--- config.mk ---
export PLATFORM = sky130hd
export DESIGN_NAME = dmem_ctrl_flat
export DESIGN_NICKNAME = d
export VERILOG_FILES = /design/src/rtl/dmem_if.sv /design/src/rtl/dmem_ctrl.sv /design/src/flat_wrapper.sv
export SDC_FILE = /design/constraint.sdc
export NUM_CORES = 1
export LEC_CHECK = 0
export ABC_AREA = 1
export BUFFER_PORTS_ARGS = -buffer_cell sky130_fd_sc_hd__clkbuf_2
export CAP_MARGIN = 30
export CELL_PAD_IN_SITES_DETAIL_PLACEMENT = 1
export CELL_PAD_IN_SITES_GLOBAL_PLACEMENT = 2
export CORE_MARGIN = 4
export CORE_UTILIZATION = 26
export CTS_CLUSTER_DIAMETER = 50
export CTS_CLUSTER_SIZE = 24
export DETAILED_ROUTE_END_ITERATION = 16
export HOLD_SLACK_MARGIN = 0.02
export PLACE_DENSITY_LB_ADDON = 0.1
export SLEW_MARGIN = 20
export SYNTH_ARGS = -nofsm -noshare
export SYNTH_HDL_FRONTEND = slang
export SYNTH_SLANG_ARGS = --single-unit
--- constraint.sdc ---
create_clock -name clk -period 4.4 [get_ports clk]
set_input_delay 0.66 -clock clk [delete_from_list [all_inputs] [get_ports clk]]
set_output_delay 0.66 -clock clk [all_outputs]
set_load 0.05 [all_outputs]
--- src/rtl/dmem_if.sv ---
// dmem_if: requester, response and memory-side signals of the data-memory controller
interface dmem_if;
    logic        m0_req_valid, m0_req_ready, m0_req_we, m0_req_unsigned;
    logic [1:0]  m0_req_size;
    logic [31:0] m0_req_addr, m0_req_wdata;
    logic        m1_req_valid, m1_req_ready, m1_req_we, m1_req_unsigned;
    logic [1:0]  m1_req_size;
    logic [31:0] m1_req_addr, m1_req_wdata;
    logic        rsp_valid, rsp_ready, rsp_id, rsp_err;
    logic [31:0] rsp_rdata;
    logic [31:0] mem_addr, store_data, load_data;
    logic [3:0]  wmem;
    logic [4:0]  rmem;
    modport slave (
        input  m0_req_valid, m0_req_we, m0_req_size, m0_req_unsigned, m0_req_addr, m0_req_wdata,
        input  m1_req_valid, m1_req_we, m1_req_size, m1_req_unsigned, m1_req_addr, m1_req_wdata,
        input  rsp_ready, load_data,
        output m0_req_ready, m1_req_ready, rsp_valid, rsp_id, rsp_err, rsp_rdata,
        output mem_addr, wmem, rmem, store_data
    );
    modport master (
        output m0_req_valid, m0_req_we, m0_req_size, m0_req_unsigned, m0_req_addr, m0_req_wdata,
        output m1_req_valid, m1_req_we, m1_req_size, m1_req_unsigned, m1_req_addr, m1_req_wdata,
        output rsp_ready, load_data,
        input  m0_req_ready, m1_req_ready, rsp_valid, rsp_id, rsp_err, rsp_rdata,
        input  mem_addr, wmem, rmem, store_data
    );
endinterface

--- src/rtl/dmem_ctrl.sv ---
// dmem_ctrl: two-port arbiter and load/store sequencer (with sub-word read-modify-write) for a word memory
module dmem_ctrl #(
    parameter int ADDR_W = 15
) (
    input logic clk,
    input logic rst,
    dmem_if.slave bus
);
    typedef enum logic [2:0] {IDLE, LOAD, WRITE, RMW_RD, RMW_WR, RESP} state_t;
    state_t state;
    logic last_grant, gnt, take, err, sel_we, sel_unsigned;
    logic [1:0] sel_size;
    logic [3:0] lanes, lanes_q;
    logic [31:0] sel_addr, sel_wdata, rep, rep_q, lane_mask, merged;
    always_comb begin
        gnt = (bus.m0_req_valid && bus.m1_req_valid) ? ~last_grant : bus.m1_req_valid;
        take = state == IDLE && (bus.m0_req_valid || bus.m1_req_valid);
        sel_we = gnt ? bus.m1_req_we : bus.m0_req_we;
        sel_unsigned = gnt ? bus.m1_req_unsigned : bus.m0_req_unsigned;
        sel_size = gnt ? bus.m1_req_size : bus.m0_req_size;
        sel_addr = gnt ? bus.m1_req_addr : bus.m0_req_addr;
        sel_wdata = gnt ? bus.m1_req_wdata : bus.m0_req_wdata;
        lanes = sel_size == 2'b00 ? 4'b0001 << sel_addr[1:0] :
                sel_size == 2'b01 ? (sel_addr[1] ? 4'b1100 : 4'b0011) : 4'b1111;
        err = sel_size == 2'b11 || (sel_size == 2'b01 && sel_addr[0]) ||
              (sel_size == 2'b10 && sel_addr[1:0] != 2'b00) || sel_addr[31:ADDR_W+2] != '0;
        // Replicating the store datum lets the merge use a plain lane mask
        rep = sel_size == 2'b00 ? {4{sel_wdata[7:0]}} :
              sel_size == 2'b01 ? {2{sel_wdata[15:0]}} : sel_wdata;
        lane_mask = {{8{lanes_q[3]}}, {8{lanes_q[2]}}, {8{lanes_q[1]}}, {8{lanes_q[0]}}};
        merged = (bus.load_data & ~lane_mask) | (rep_q & lane_mask);
    end
    assign bus.m0_req_ready = take && !gnt;
    assign bus.m1_req_ready = take && gnt;
    always_ff @(posedge clk or posedge rst) begin
        if (rst) begin
            state <= IDLE;
            last_grant <= 1'b1;
            lanes_q <= '0;
            rep_q <= '0;
            bus.rsp_valid <= 1'b0;
            bus.rsp_id <= 1'b0;
            bus.rsp_err <= 1'b0;
            bus.rsp_rdata <= '0;
            bus.mem_addr <= '0;
            bus.wmem <= '0;
            bus.rmem <= '0;
            bus.store_data <= '0;
        end else begin
            case (state)
                IDLE: if (take) begin
                    last_grant <= gnt;
                    bus.rsp_id <= gnt;
                    bus.rsp_err <= err;
                    bus.rsp_rdata <= '0;
                    lanes_q <= lanes;
                    rep_q <= rep;
                    bus.mem_addr <= 32'(sel_addr[ADDR_W+1:2]);
                    if (err) begin
                        state <= RESP;
                        bus.rsp_valid <= 1'b1;
                    end else if (!sel_we) begin
                        state <= LOAD;
                        bus.rmem <= sel_size == 2'b10 ? 5'b01111 : {~sel_unsigned, lanes};
                    end else if (sel_size == 2'b10) begin
                        state <= WRITE;
                        bus.wmem <= 4'b1111;
                        bus.store_data <= rep;
                    end else begin
                        state <= RMW_RD;
                        bus.rmem <= 5'b01111;
                    end
                end
                LOAD: begin
                    state <= RESP;
                    bus.rmem <= '0;
                    bus.rsp_rdata <= bus.load_data;
                    bus.rsp_valid <= 1'b1;
                end
                RMW_RD: begin
                    state <= RMW_WR;
                    bus.rmem <= '0;
                    bus.wmem <= 4'b1111;
                    bus.store_data <= merged;
                end
                WRITE, RMW_WR: begin
                    state <= RESP;
                    bus.wmem <= '0;
                    bus.rsp_valid <= 1'b1;
                end
                RESP: if (bus.rsp_ready) begin
                    state <= IDLE;
                    bus.rsp_valid <= 1'b0;
                end
                default: state <= IDLE;
            endcase
        end
    end
endmodule

--- src/flat_wrapper.sv ---
// flat-port wrapper written by rule: the top's interface ports become plain ports
module dmem_ctrl_flat 
#(
    parameter int ADDR_W = 15
)
  (clk, rst, bus_m0_req_valid, bus_m0_req_we, bus_m0_req_size, bus_m0_req_unsigned, bus_m0_req_addr, bus_m0_req_wdata, bus_m1_req_valid, bus_m1_req_we, bus_m1_req_size, bus_m1_req_unsigned, bus_m1_req_addr, bus_m1_req_wdata, bus_rsp_ready, bus_load_data, bus_m0_req_ready, bus_m1_req_ready, bus_rsp_valid, bus_rsp_id, bus_rsp_err, bus_rsp_rdata, bus_mem_addr, bus_wmem, bus_rmem, bus_store_data);
  dmem_if bus_i ();
  input logic clk;
  input logic rst;
  input wire logic [$bits(bus_i.m0_req_valid)-1:0] bus_m0_req_valid;
  input wire logic [$bits(bus_i.m0_req_we)-1:0] bus_m0_req_we;
  input wire logic [$bits(bus_i.m0_req_size)-1:0] bus_m0_req_size;
  input wire logic [$bits(bus_i.m0_req_unsigned)-1:0] bus_m0_req_unsigned;
  input wire logic [$bits(bus_i.m0_req_addr)-1:0] bus_m0_req_addr;
  input wire logic [$bits(bus_i.m0_req_wdata)-1:0] bus_m0_req_wdata;
  input wire logic [$bits(bus_i.m1_req_valid)-1:0] bus_m1_req_valid;
  input wire logic [$bits(bus_i.m1_req_we)-1:0] bus_m1_req_we;
  input wire logic [$bits(bus_i.m1_req_size)-1:0] bus_m1_req_size;
  input wire logic [$bits(bus_i.m1_req_unsigned)-1:0] bus_m1_req_unsigned;
  input wire logic [$bits(bus_i.m1_req_addr)-1:0] bus_m1_req_addr;
  input wire logic [$bits(bus_i.m1_req_wdata)-1:0] bus_m1_req_wdata;
  input wire logic [$bits(bus_i.rsp_ready)-1:0] bus_rsp_ready;
  input wire logic [$bits(bus_i.load_data)-1:0] bus_load_data;
  output wire logic [$bits(bus_i.m0_req_ready)-1:0] bus_m0_req_ready;
  output wire logic [$bits(bus_i.m1_req_ready)-1:0] bus_m1_req_ready;
  output wire logic [$bits(bus_i.rsp_valid)-1:0] bus_rsp_valid;
  output wire logic [$bits(bus_i.rsp_id)-1:0] bus_rsp_id;
  output wire logic [$bits(bus_i.rsp_err)-1:0] bus_rsp_err;
  output wire logic [$bits(bus_i.rsp_rdata)-1:0] bus_rsp_rdata;
  output wire logic [$bits(bus_i.mem_addr)-1:0] bus_mem_addr;
  output wire logic [$bits(bus_i.wmem)-1:0] bus_wmem;
  output wire logic [$bits(bus_i.rmem)-1:0] bus_rmem;
  output wire logic [$bits(bus_i.store_data)-1:0] bus_store_data;
  assign bus_i.m0_req_valid = bus_m0_req_valid;
  assign bus_i.m0_req_we = bus_m0_req_we;
  assign bus_i.m0_req_size = bus_m0_req_size;
  assign bus_i.m0_req_unsigned = bus_m0_req_unsigned;
  assign bus_i.m0_req_addr = bus_m0_req_addr;
  assign bus_i.m0_req_wdata = bus_m0_req_wdata;
  assign bus_i.m1_req_valid = bus_m1_req_valid;
  assign bus_i.m1_req_we = bus_m1_req_we;
  assign bus_i.m1_req_size = bus_m1_req_size;
  assign bus_i.m1_req_unsigned = bus_m1_req_unsigned;
  assign bus_i.m1_req_addr = bus_m1_req_addr;
  assign bus_i.m1_req_wdata = bus_m1_req_wdata;
  assign bus_i.rsp_ready = bus_rsp_ready;
  assign bus_i.load_data = bus_load_data;
  assign bus_m0_req_ready = bus_i.m0_req_ready;
  assign bus_m1_req_ready = bus_i.m1_req_ready;
  assign bus_rsp_valid = bus_i.rsp_valid;
  assign bus_rsp_id = bus_i.rsp_id;
  assign bus_rsp_err = bus_i.rsp_err;
  assign bus_rsp_rdata = bus_i.rsp_rdata;
  assign bus_mem_addr = bus_i.mem_addr;
  assign bus_wmem = bus_i.wmem;
  assign bus_rmem = bus_i.rmem;
  assign bus_store_data = bus_i.store_data;
  dmem_ctrl #(.ADDR_W(ADDR_W)) u_core (.clk(clk), .rst(rst), .bus(bus_i));
endmodule
**Word-level counts from Yosys, hierarchy flattened**

Cells that the tools add are included.
Widths: inputs -> output; s select.

- Register bits after elaboration: 131
- Bits of input ports: 173
- Output and inout port bits: 110
- Word-level logic and storage cells: 103

- Equal/unequal tests: 15
- Shifts and indexed selects: 1
- Multiplexer cells: 39
- Bitwise logic cells: 6
- Reductions and logical operators: 30

Operators with widths:

| cell | count |
|---|---|
| $mux 32 | 9 |
| $pmux 32 s2 | 2 |
| $and 32x32->32 | 2 |
| $not 32->32 | 1 |
| $or 32x32->32 | 1 |
| $mux 4 | 7 |
| $mux 5 | 5 |
| $reduce_bool 15->1 | 1 |
| $mux 3 | 4 |
| $pmux 3 s4 | 1 |
| $pmux 4 s3 | 1 |
| $pmux 5 s2 | 1 |
| $reduce_and 5->1 | 2 |
| $reduce_and 4->1 | 2 |
| $reduce_bool 2->1 | 4 |
| $mux 1 | 7 |
| $eq 3x2->1 const B | 2 |
| $eq 3x3->1 const B | 2 |
| $logic_and 1x1->1 | 6 |
| $ne 2x1->1 const B | 3 |
| $ne 2x2->1 const B | 3 |
| $reduce_and 2->1 | 3 |
| $reduce_bool 3->1 | 2 |
| $eq 2x2->1 const B | 2 |
| 13 further kinds | 18 |

**Depth between registers and ports, before layout**

Gate-level depths: netlist of the first run.

- Depth after elaboration: 11
- Depth in mapped cells: 14

**Least setup slack after synthesis of the first run**

Ideal clock, no wire load.

- Kind: in2out
- Start point: input bus_m1_req_valid
- End point: output bus_m0_req_ready
- Data arrival time: 1,750 ps
- Required time: 3,740 ps
- Slack: 1,990 ps
- Stages: 7
- Buffers on the path: 4
- Path through: buf_4 > nand2_4 > inv_1 > buf_2 > buf_2 > nor2_2 > buf_4

- Cells in the longest elaborated chain, start to end: 4
- Elaborated cells between the ends (all ways): 6
- Classes of those cells: mux (1); reduce/logical (5)

RTL lines:

| element | RTL line | text |
|---|---|---|
| start: declaration | flat_wrapper.sv:16 | `input wire logic [$bits(bus_i.m1_req_valid)-1:0] bus_m1_req_valid;` |
| $logic_and 1x1->1 | dmem_ctrl.sv:16 | `gnt = (bus.m0_req_valid && bus.m1_req_valid) ? ~last_grant : bus.m1_req_valid;` |
| $mux 1 | dmem_ctrl.sv:16 |  |
| $logic_not 1->1 | dmem_ctrl.sv:33 | `assign bus.m0_req_ready = take && !gnt;` |
| $logic_and 1x1->1 * | dmem_ctrl.sv:33 |  |
| end: declaration | flat_wrapper.sv:24 | `output wire logic [$bits(bus_i.m0_req_ready)-1:0] bus_m0_req_ready;` |

Every way passes the cells marked *; elsewhere a longest branch is shown, timed or not.

**Worst setup path after layout of the first run**

- Start point: register u_core.last_grant
- End point: register u_core.bus.store_data[29]

- Cells in the longest elaborated chain, start to end: 11
- Elaborated cells between the ends (all ways): 28
- Classes of those cells: eq/ne (6); mux (12); bitwise (1); reduce/logical (9)

RTL lines:

| element | RTL line | text |
|---|---|---|
| start: declaration | dmem_ctrl.sv:11 | `logic last_grant, gnt, take, err, sel_we, sel_unsigned;` |
| start signal: assignment | dmem_ctrl.sv:52 | `last_grant <= gnt;` |
| $not 1->1 * | dmem_ctrl.sv:16 |  |
| $mux 1 * | dmem_ctrl.sv:16 |  |
| $mux 2 | dmem_ctrl.sv:20 | `sel_size = gnt ? bus.m1_req_size : bus.m0_req_size;` |
| $eq 2x1->1 | dmem_ctrl.sv:25, dmem_ctrl.sv:29 |  |
| $mux 32 | dmem_ctrl.sv:29 | `sel_size == 2'b01 ? {2{sel_wdata[15:0]}} : sel_wdata;` |
| $mux 32 | dmem_ctrl.sv:28 | `rep = sel_size == 2'b00 ? {4{sel_wdata[7:0]}} :` |
| $mux 32 | dmem_ctrl.sv:65 | `end else if (sel_size == 2'b10) begin` |
| $mux 32 | dmem_ctrl.sv:62 | `end else if (!sel_we) begin` |
| $mux 32 | dmem_ctrl.sv:59 | `if (err) begin` |
| $mux 32 | dmem_ctrl.sv:51 | `IDLE: if (take) begin` |
| $pmux 32 s2 | dmem_ctrl.sv:50 | `case (state)` |
| end signal: assignment | dmem_ctrl.sv:68 | `bus.store_data <= rep;` |
| end signal: assignment | dmem_ctrl.sv:84 | `bus.store_data <= merged;` |
| end: declaration | dmem_if.sv:19 | `output mem_addr, wmem, rmem, store_data` |

Every way passes the cells marked *; elsewhere a longest branch is shown, timed or not. The select of a mux whose other input is x is not followed.
A chain may end at the register's enable or synchronous reset.

==> summary.md, run 1 <==
| Metric | Value |
|---|---|
| # DRC | `0` |
| Clock-pin slew on the worst setup and hold paths | `approximately 0.070 ns` |
| Vias per std cell | `~4.5` |
| P_leak | `approximately 5.1 nW` |
| Starting Density | `0.264` |
| Num ports | `283` |
| Avg Cell Area, Syn | `6.98 um2` |
| Worst-Margin Slew | `about 0.85 ns` |
| Total number of yosys warnings | `0` |
| Hold Slack | `0.355 ns` |
| Max Fclk | `approximately 340 MHz` |
| Startpoint types | `register` |
| Most common cell after layout, fill and taps aside | `nand2_1` |
| Unrepaired setup endpoints after global routing | `no` |
| Arrival @ worst endpoint | `between 3 and 4 ns` |
| Htree depth | `4` |
| CTS Root Cell | `clkbuf_16` |
| Detailed Routing Iterations Pass 1 | `4` |
| Worst-Skew Late Latency | `0.42 ns` |
| Final std cells w/o fill | `around 1600` |
| Initial DRC Count | `~340` |
| Initial antenna violation count | `0` |
| Longest Clk Path Bufs | `2` |
| Worst vdd ir | `between 0.0002 and 0.0003 V` |
| CP Class | `register to register` |
| Final core utilization | `0.341` |
| Run status | `completed` |
| Total setup buffers inserted after CTS | `0` |
| Core Area | `around 27000 um2` |
| Ranking of synthesized cells by area | `dfrtp_1 (45%), nand2_1 (23%), nand3_1 (9.0%)` |
| Final worst-path cycle share | `0.670` |
| Most frequent cells in the layout | `nand2_1 (441), clkbuf_2 (265), nand3_1 (128)` |
| Nets | `1424` |
| Clock sink total | `about 130` |
| Layout cell share with drive strength beyond 1 | `0.259` |
| Post-synth top area share | `0.448` |
| DIE WIDTH | `173 um` |
| P&R area growth vs syn | `29.0%` |
| Skew final | `around 0.012 ns` |
| Total CTS buffers | `17` |
| Worst hold path class | `primary input to async pin` |
| Placed Area | `about 8600 um2` |
| Final setup vio count | `0` |
| CTS Hold Bufs | `0` |
| Chip height | `173 um` |
| I/O Buffers | `265` |
| Slew Viols, Final | `0` |
| # diodes | `0` |
| Site Rows | `60` |
| Largest net degree at the start of global routing | `a little under 80` |
| Final HPWL DP | `between 20 and 25 mm` |
| Tmin final | `2.95 ns` |
| Vias | `just over 7000` |
| Overall Power | `7.12 mW` |
| CP required | `4.69 ns` |
| PnR worst setup slack | `roughly 1.5 ns` |
| Slew headroom | `0.431` |
| Largest area contributor in the netlist | `dfrtp_1` |
| Final ANT Viol Nets | `0` |
| Resized cells post-CTS | `0` |
| Crit-path max FO | `35` |
| Setup total negative slack | `0 ns` |
| Register area share after synthesis | `0.452` |
| Hold Vio Cnt, Final | `0` |
| Wirelength per Cell | `17.0 um` |
| Yosys cell types | `27` |
| Pre-CTS setup slack | `1.14 ns` |
| Vias in the first global route | `roughly 7600` |
| CTS tree | `built` |
| First-pass GRT wire length | `between 40 and 50 mm` |
| Gr ovfl total | `0` |
| Post-Syn Area | `approximately 7000 um2` |
| Routed WL | `between 20 and 30 mm` |
| Setup crit end kind | `register` |
| Die ar. | `approximately 30000 um2` |
| Post-route cell area | `between 9000 and 10000 um2` |
| Placed cell count | `roughly 1600` |
| Max cap viols | `0` |
| GP Congestion | `0.762` |
| Cell count after synthesis | `roughly 1000` |
| #FFs+latches synth | `between 100 and 150` |
| Gr usage total | `0.183` |
| PwrDens | `roughly 780 nW/um2` |
## report_power, final
part | leakage, nW | internal [mW] | switching (mW)
Clock | 0.279 | 0.813 | 0.613
Sequential | 1.60 | 1.72 | 0.393
Combinational | 3.26 | 0.830 | 2.75
## worst paths after layout
path	startpoint	to	slack, ns	depth (start not counted)
max	u_core.last_grant	u_core.bus.store_data[29]	1.45	12
min	rst	u_core.bus.rsp_rdata[2]	0.36	2
max reg2reg	u_core.last_grant	u_core.bus.store_data[29]	1.45	12
min reg2reg	u_core.last_grant	u_core.last_grant	0.48	2
max in group asynchronous	rst	u_core.last_grant	3.11	3
min in group clk	bus_m0_req_addr[4]	u_core.bus.mem_addr[2]	0.44	3
## cells in the mapped netlist (all sizes together)
master and n:
a211oi 1, a21oi 4, buf 61, clkbuf 18, conb 1, dfrtp 127, dfstp 1, inv 68
nand2 445, nand3 129, nand3b 2, nand4 1, nor2 37, nor3 3, o211ai 8, o21a 1
o21ai 109
## critical path, cell delays in order (launching register included)
cell	delay (ns)
dfstp_2	0.54
nand2_2	0.18
nand2_4	0.25
buf_4	0.38
nand2_1	0.09
nand2_1	0.09
nand3_1	0.07
nand2_1	0.14
nand3_2	0.09
nand2_4	0.38
nand2_4	0.36
nand2_1	0.16
nand2_1	0.07
## routing by layer
metal,wire (um),track usage,vias to the layer above,part of all wire
li1,-,-,3656,-
met1,12200,0.238,3347,0.45
met2,13500,0.315,167,0.50
met3,1400,0.0411,7,0.051
met4,141,0.0319,0,0.0052
met5,0,0,-,0
## layout make-up
cell class | instances | area (um2)
Clock inverter | 14 | 145
Tap cell | 341 | 427
Sequential cell | 128 | 3200
Clock buffer | 18 | 439
Fill cell | 3489 | 17700
Inverter | 68 | 262
Multi-Input combinational cell | 757 | 3250
Timing Repair Buffer | 279 | 1430
## sequential cells by signal, indices dropped and copies added, names as in the netlist
name / flops
u_core.rep_q: 32
u_core.last_grant: 1
u_core.bus.store_data: 32
u_core.bus.rsp_id: 1
u_core.bus.wmem: 1
u_core.bus.mem_addr: 15
u_core.bus.rsp_rdata: 32
u_core.lanes_q: 4
u_core.bus.rsp_err: 1
u_core.bus.rmem: 5
u_core.state: 3
u_core.bus.rsp_valid: 1
## logic make-up after synthesis
kind of cell | share of synthesized area
flip-flops | 0.452
AND/OR/NAND/NOR | 0.357
AO/OA/AOI/OAI | 0.0903
other | 0.000528
buffers and inverters | 0.100
Note: power is estimated with default switching activity, not from simulation.
==> inputs of run 2 (changes only) <==
CORE_UTILIZATION = 23   (was 26)
clock period = 2.4 ns   (was 4.4 ns; I/O delays follow)
==> run 2 against run 1 <==
  * Sequential power increased by 82%
  * Worst hold slack got worse by 0.22 ns
  * Sequential share of layout area decreased by 1.1 points
  * Count of clock-buffer cells in the layout decreased by 1
  * Power increased by 88%
  * Combinational power increased by 89%
  * Register-to-register slack got worse by 1.2 ns
  * Utilization decreased by 3.1 points
  * Flip-flop and latch count unchanged
  * Die area increased by 12%
  * Cell count increased by 4.1%
  * Global-route usage decreased by 0.90 points
  * Critical path type is now register to output pin
  * Critical endpoint is now bus_m0_req_ready
==> summary.md, run 2 (synthesized netlist as in run 1, its figures left out) <==
| Metric | Value |
|---|---|
| Unrepaired setup endpoints after global routing | `no` |
| Switching pwr | `6.88 mW (+83%)` |
| Vias | `7224 (+0.65%)` |
| Worst reg2reg setup slack | `0.23 ns (-1.22 ns)` |
| Regs by FF count | `u_core.bus.rsp_rdata x32, u_core.bus.store_data x32, u_core.rep_q x32` |
| Pint | `6.54 mW (+94%)` |
| Vias in the first global route | `7720 (+1.7%)` |
| Critical path origin | `u_core.state[1]` |
| Overall Power | `13.4 mW (+88%)` |
| Final worst-path cycle share | `0.905` |
| Clock-pin slew on the worst setup and hold paths | `0.06 ns (about the same)` |
| Hold Vio Cnt, Final | `0 (unchanged)` |
| Final std cells w/o fill | `1671 (+4.1%)` |
| Vias per std cell | `4.32 (-3.3%)` |
| Detailed Routing Iterations Pass 1 | `6 (+2)` |
| Total CTS buffers | `17 (unchanged)` |
| Initial DRC Count | `357 (+6.6%)` |
| Largest net degree at the start of global routing | `59 (-24%)` |
| Arrival @ worst endpoint | `1.81 ns (-1.43 ns)` |
| Total setup buffers inserted after CTS | `0 (unchanged)` |
| Site Rows | `64 (+6.7%)` |
| CTS Root Cell | `clkbuf_16` |
| Layout cell share with drive strength beyond 1 | `0.266 (+0.00718)` |
| FILL cells | `3849 (+10%)` |
| Most frequent cells in the layout | `nand2_1 (440), clkbuf_2 (263), nand3_1 (128)` |
| Placed cell count | `1640 (+4.3%)` |
| Worst-Skew Late Latency | `0.42 ns (about the same)` |
| CP Class | `register to output pin` |
| Slew Viols, Final | `0 (unchanged)` |
| Clock sink total | `128 (unchanged)` |
| P_leak | `5.24 nW (+2.2%)` |
| Nets | `1437 (+0.91%)` |
| GP Congestion | `0.781 (+2.4%)` |
| Max Fclk | `approximately 460 MHz` |
| Multi-input combinational cell area | `3260 um2 (+0.31%)` |
| Final ANT Viol Nets | `0 (unchanged)` |
| Gr ovfl total | `0 (unchanged)` |
| Num ports | `283 (unchanged)` |
| I/O Buffers | `265 (unchanged)` |
| Initial antenna violation count | `0 (unchanged)` |
| Slew headroom | `0.425 (-0.00548)` |
| Combinational power share | `0.505 (+0.002)` |
| Chip height | `184 um (+6.0%)` |
| Core Area | `30500 um2 (+14%)` |
| R2R depth | `12 (unchanged)` |
| P&R area growth vs syn | `33.3%` |
| Reg2reg start | `u_core.last_grant` |
| Die ar. | `33700 um2 (+12%)` |
| Final setup vio count | `0 (unchanged)` |
| Gr usage total | `0.174 (-0.00897)` |
| # diodes | `0 (unchanged)` |
| Reg power frac | `0.287 (-0.010)` |
| Worst hold path class | `primary input to register` |
| Htree depth | `4 (unchanged)` |
| Final HPWL DP | `21.9 mm (+7.3%)` |
| Skew final | `0.00800 ns (-0.00401 ns)` |
| Run status | `completed` |
| Setup total negative slack | `0 ns (unchanged)` |
| Worst vdd ir | `0.000579 V (+130%)` |
| Crit-path max FO | `5 (-86%)` |
| Most common cell after layout, fill and taps aside | `nand2_1` |
| # DRC | `0 (unchanged)` |
| Sw Ratio | `0.513 (-0.0148)` |
| Worst-Margin Slew | `0.862 ns (+0.00822 ns)` |
| Clock power share | `0.208 (+0.008)` |
| Final core utilization | `0.310 (-0.0307)` |
| Routed WL | `28.9 mm (+5.9%)` |
| Longest Clk Path Bufs | `2 (unchanged)` |
| Setup crit end kind | `output pin` |
| Worst hold start | `bus_m0_req_addr[12]` |
| Wirelength per Cell | `17.3 um (+1.7%)` |
| CP required | `2.04 ns (-2.65 ns)` |
| Startpoint types | `register` |
| Tmin final | `approximately 2.2 ns` |
| CTS tree | `built` |
| Max cap viols | `0 (unchanged)` |
| Starting Density | `0.233 (-0.0314)` |
| First-pass GRT wire length | `45.6 mm (+4.7%)` |
| Reg area | `3200 um2 (unchanged)` |
| DIE WIDTH | `184 um (+6.0%)` |
| PwrDens | `1420 nW/um2 (+82%)` |
| Worst Hold Depth | `3` |
-- run 2: cell count changes in the layout (fill, tap and decap cells not counted), sizes merged --
cell | before | now
buf | 14 | 28
inv | 75 | 67
clkinv | 3 | 8
bufinv | 1 | 4
clkbuf | 283 | 280
clkinvlp | 3 | 2
dlygate4sd3 | 0 | 1
-- run 2: what timing repair did --
action,in CTS,in global routing
hold endpoints to repair,2,0
endpoints found under the setup margin,0,12
hold buffers,1,0
gates resized for setup,0,3
-- run 2: stage by stage --
| step | instance area [um2] | worst slack [ns] | hold WS, ns |
|---|---|---|---|
| 2_1_floorplan | 7160 | 0.460 | 0.449 |
| 3_3_place_gp | 8820 | 0.212 | 0.270 |
| 3_5_place_dp | 8820 | 0.189 | 0.275 |
| 4_1_cts | 9450 | 0.0768 | 0.124 |
| 5_1_grt | 9460 | 0.0103 | 0.134 |
| 6_report | 9460 | 0.227 | 0.139 |
-- run 2: power groups by stage --
stage               Sequential, mW  Clock, mW  Combinational (mW)
finish                        3.85       2.79                6.78
global route                  4.01       2.98                7.50
CTS                           3.88       2.88                6.93
detailed placement            3.91          0                6.90
global placement              3.90          0                6.83
floorplan                     5.93          0                2.82
-- run 2: cell type report --
type,count,area share
flip-flops and latches,128,0.339
multi-input cells,757,0.344
well taps,396,0.0524
repair buffers,292,0.172
clock inverters,13,0.0201
inverters,68,0.0275
clock buffers,17,0.0450
-- run 2: critical path: stages, from the launching register on --
cell	delay, ns
dfrtp_1	0.42
nor2_1	0.13
nand2_1	0.19
nor2_4	0.14
clkinv_2	0.15
nor2_4	0.19
buf_12	0.16
-- run 2: path summary, 6_finish.rpt --
kind,to
max,bus_m0_req_ready
min,u_core.bus.mem_addr[10]
max reg2reg,u_core.bus.store_data[29]
min reg2reg,u_core.bus.store_data[0]
max in group asynchronous,u_core.last_grant
min in group asynchronous,u_core.bus.rsp_rdata[3]
-- run 2: layer usage --
metal  routed length (um)  part of all wire  GRT usage
met1                13300              0.46      0.231
met2                13900              0.48      0.295
met3                 1370             0.047     0.0362
met4                  291             0.010     0.0331
met5                    0                 0          0
==> inputs of run 3 (changes only) <==
GPL_ROUTABILITY_DRIVEN = 0   (was not set)
RECOVER_POWER = 25   (was not set)
==> run 3 against run 2 <==
  * Combinational power is essentially flat
  * Setup slack is essentially flat
  * Non-clock buffer count is the same
  * Cell count is the same
  * Critical endpoint unchanged
  * Count of clock-buffer cells in the layout is the same
  * Wire length is essentially flat
  * Flip-flop and latch count is the same
==> summary.md, run 3 (synthesized netlist as in run 1, its figures left out) <==
| Metric | Value |
|---|---|
| Run status | `completed` |
| Htree depth | `4 (unchanged)` |
| Overall Power | `13.4 mW (about the same)` |
| Initial antenna violation count | `0 (unchanged)` |
| Routed WL | `28.9 mm (about the same)` |
| Placed Area | `8820 um2 (unchanged)` |
| First-pass GRT wire length | `45.6 mm (unchanged)` |
| CP required | `2.04 ns (about the same)` |
| Num ports | `283 (unchanged)` |
| Max Fclk | `460 MHz (about the same)` |
| Total CTS buffers | `17 (unchanged)` |
| Worst hold start | `bus_m0_req_addr[12]` |
| # diodes | `0 (unchanged)` |
| Reg2Reg Capture Point | `u_core.bus.store_data[29]` |
| Worst-Skew Late Latency | `0.42 ns (about the same)` |
| Clock power share | `0.208 (about the same)` |
| Initial DRC Count | `353 (-1.1%)` |
| Nets | `1437 (unchanged)` |
| I/O Buffers | `265 (unchanged)` |
| Pre-CTS setup slack | `0.189 ns (unchanged)` |
| Tmin final | `2.17 ns (-0.000383 ns)` |
| R2R depth | `12 (unchanged)` |
| Reg area | `3200 um2 (unchanged)` |
| Final core utilization | `0.309 (-0.00119)` |
| Slew Viols, Final | `0 (unchanged)` |
| Reg2reg start | `u_core.last_grant` |
| FILL cells | `3854 (+0.13%)` |
| P&R area growth vs syn | `32.8%` |
| P_leak | `5.23 nW (-0.27%)` |
| Vias in the first global route | `7720 (unchanged)` |
| Pint | `6.53 mW (-0.11%)` |
| Sw Ratio | `0.513 (about the same)` |
| Startpoint types | `register` |
| Core Area | `30500 um2 (unchanged)` |
| Chip height | `184 um (unchanged)` |
| Reg power frac | `0.288 (about the same)` |
| Arrival @ worst endpoint | `1.81 ns (about the same)` |
| Vias | `7216 (-0.11%)` |
| Longest Clk Path Bufs | `2 (unchanged)` |
| Largest net degree at the start of global routing | `59 (unchanged)` |
| Die ar. | `33700 um2 (unchanged)` |
| Worst vdd ir | `0.000578 V (-0.26%)` |
| Detailed Routing Iterations Pass 1 | `6 (unchanged)` |
| Multi-input combinational cell area | `3260 um2 (unchanged)` |
| Crit-path max FO | `5 (unchanged)` |
| Max cap viols | `0 (unchanged)` |
| Final HPWL DP | `21.9 mm (unchanged)` |
| Skew final | `0.00933 ns (+0.00132 ns)` |
| Site Rows | `64 (unchanged)` |
| Clock sink total | `128 (unchanged)` |
| Most common cell after layout, fill and taps aside | `nand2_1` |
| Worst Hold Depth | `3 (unchanged)` |
| PnR worst setup slack | `0.228 ns (+0.000383 ns)` |
| Switching pwr | `6.88 mW (about the same)` |
| Hold path endpoint | `u_core.bus.mem_addr[10]` |
| CTS tree | `built` |
| Final ANT Viol Nets | `0 (unchanged)` |
| Worst hold path class | `primary input to register` |
| Gr usage total | `0.174 (unchanged)` |
| Unrepaired setup endpoints after global routing | `no` |
| Starting Density | `0.233 (unchanged)` |
| Final worst-path cycle share | `0.905 (about the same)` |
| Layout cell share with drive strength beyond 1 | `0.265 (-0.000784)` |
| Worst-Margin Slew | `1.44 ns (+0.573 ns)` |
| Setup crit end kind | `output pin` |
| # DRC | `0 (unchanged)` |
| Combinational power share | `0.505 (about the same)` |
| Slew headroom | `0.0433 (-0.382)` |
| CP Class | `register to output pin` |
| Post-route cell area | `9420 um2 (-0.38%)` |
| Gr ovfl total | `0 (unchanged)` |
| Hold Vio Cnt, Final | `0 (unchanged)` |
| DIE WIDTH | `184 um (unchanged)` |
| CTS Root Cell | `clkbuf_16` |
| Vias per std cell | `4.32 (-0.11%)` |
| Setup total negative slack | `0 ns (unchanged)` |
| Final setup vio count | `0 (unchanged)` |
| PwrDens | `1420 nW/um2 (+0.32%)` |
| Clock-pin slew on the worst setup and hold paths | `0.06 ns (about the same)` |
| Regs by FF count | `u_core.bus.rsp_rdata x32, u_core.bus.store_data x32, u_core.rep_q x32` |
| Most frequent cells in the layout | `nand2_1 (440), clkbuf_2 (264), nand3_1 (128)` |
| Total setup buffers inserted after CTS | `0 (unchanged)` |
| Wirelength per Cell | `17.3 um (about the same)` |
| Worst reg2reg setup slack | `0.24 ns (about the same)` |
## run 3: worst max path at each step
stage	start	end	slack, ns	cells after the start
CTS	u_core.state[1]	bus_m0_req_ready	0.08	6
global route	u_core.last_grant	u_core.bus.store_data[25]	0.01	12
finish	u_core.state[1]	bus_m0_req_ready	0.23	6
detailed placement	bus_m0_req_valid	u_core.bus.store_data[2]	0.19	12
floorplan	rst	u_core.bus.mem_addr[0]	0.46	1
global placement	u_core.last_grant	u_core.bus.rmem[3]	0.21	11
## run 3: repair_timing
item,4_1_cts,5_1_grt
resized for setup,0,3
endpoints found under the setup margin,0,12
hold buffers,1,0
hold endpoints to repair,2,0
## run 3: layout make-up
cell class,instances,area share
Tap cell,396,0.0526
Clock buffer,17,0.0452
Clock inverter,13,0.0202
Timing Repair Buffer,292,0.169
Sequential cell,128,0.340
Multi-Input combinational cell,757,0.346
Inverter,68,0.0274
## run 3: power by group through the flow
stage	Clock (mW)	Sequential (mW)	Combinational (mW)
floorplan	0	5.93	2.82
global placement	0	3.90	6.83
detailed placement	0	3.91	6.90
CTS	2.88	3.88	6.93
global route	2.98	4.01	7.49
finish	2.78	3.85	6.77
## run 3: layer usage
layer,routed length (um),global-route usage
met5,0,0
met2,14000,0.295
met4,251,0.0331
met3,1240,0.0362
met1,13400,0.231
## run 3: per-stage QoR
stage | instances | hold slack [ns]
after floorplan | 1032 | 0.449
final | 1671 | 0.141
after CTS | 1671 | 0.124
after global placement | 1640 | 0.270
after global routing | 1671 | 0.134
after detailed placement | 1640 | 0.275
## run 3: worst max-delay path: stages, from the launching register on
cell      delay, ns
dfrtp_1        0.42
nor2_1         0.13
nand2_1        0.19
nor2_4         0.14
clkinv_2       0.15
nor2_4         0.19
buf_12         0.16
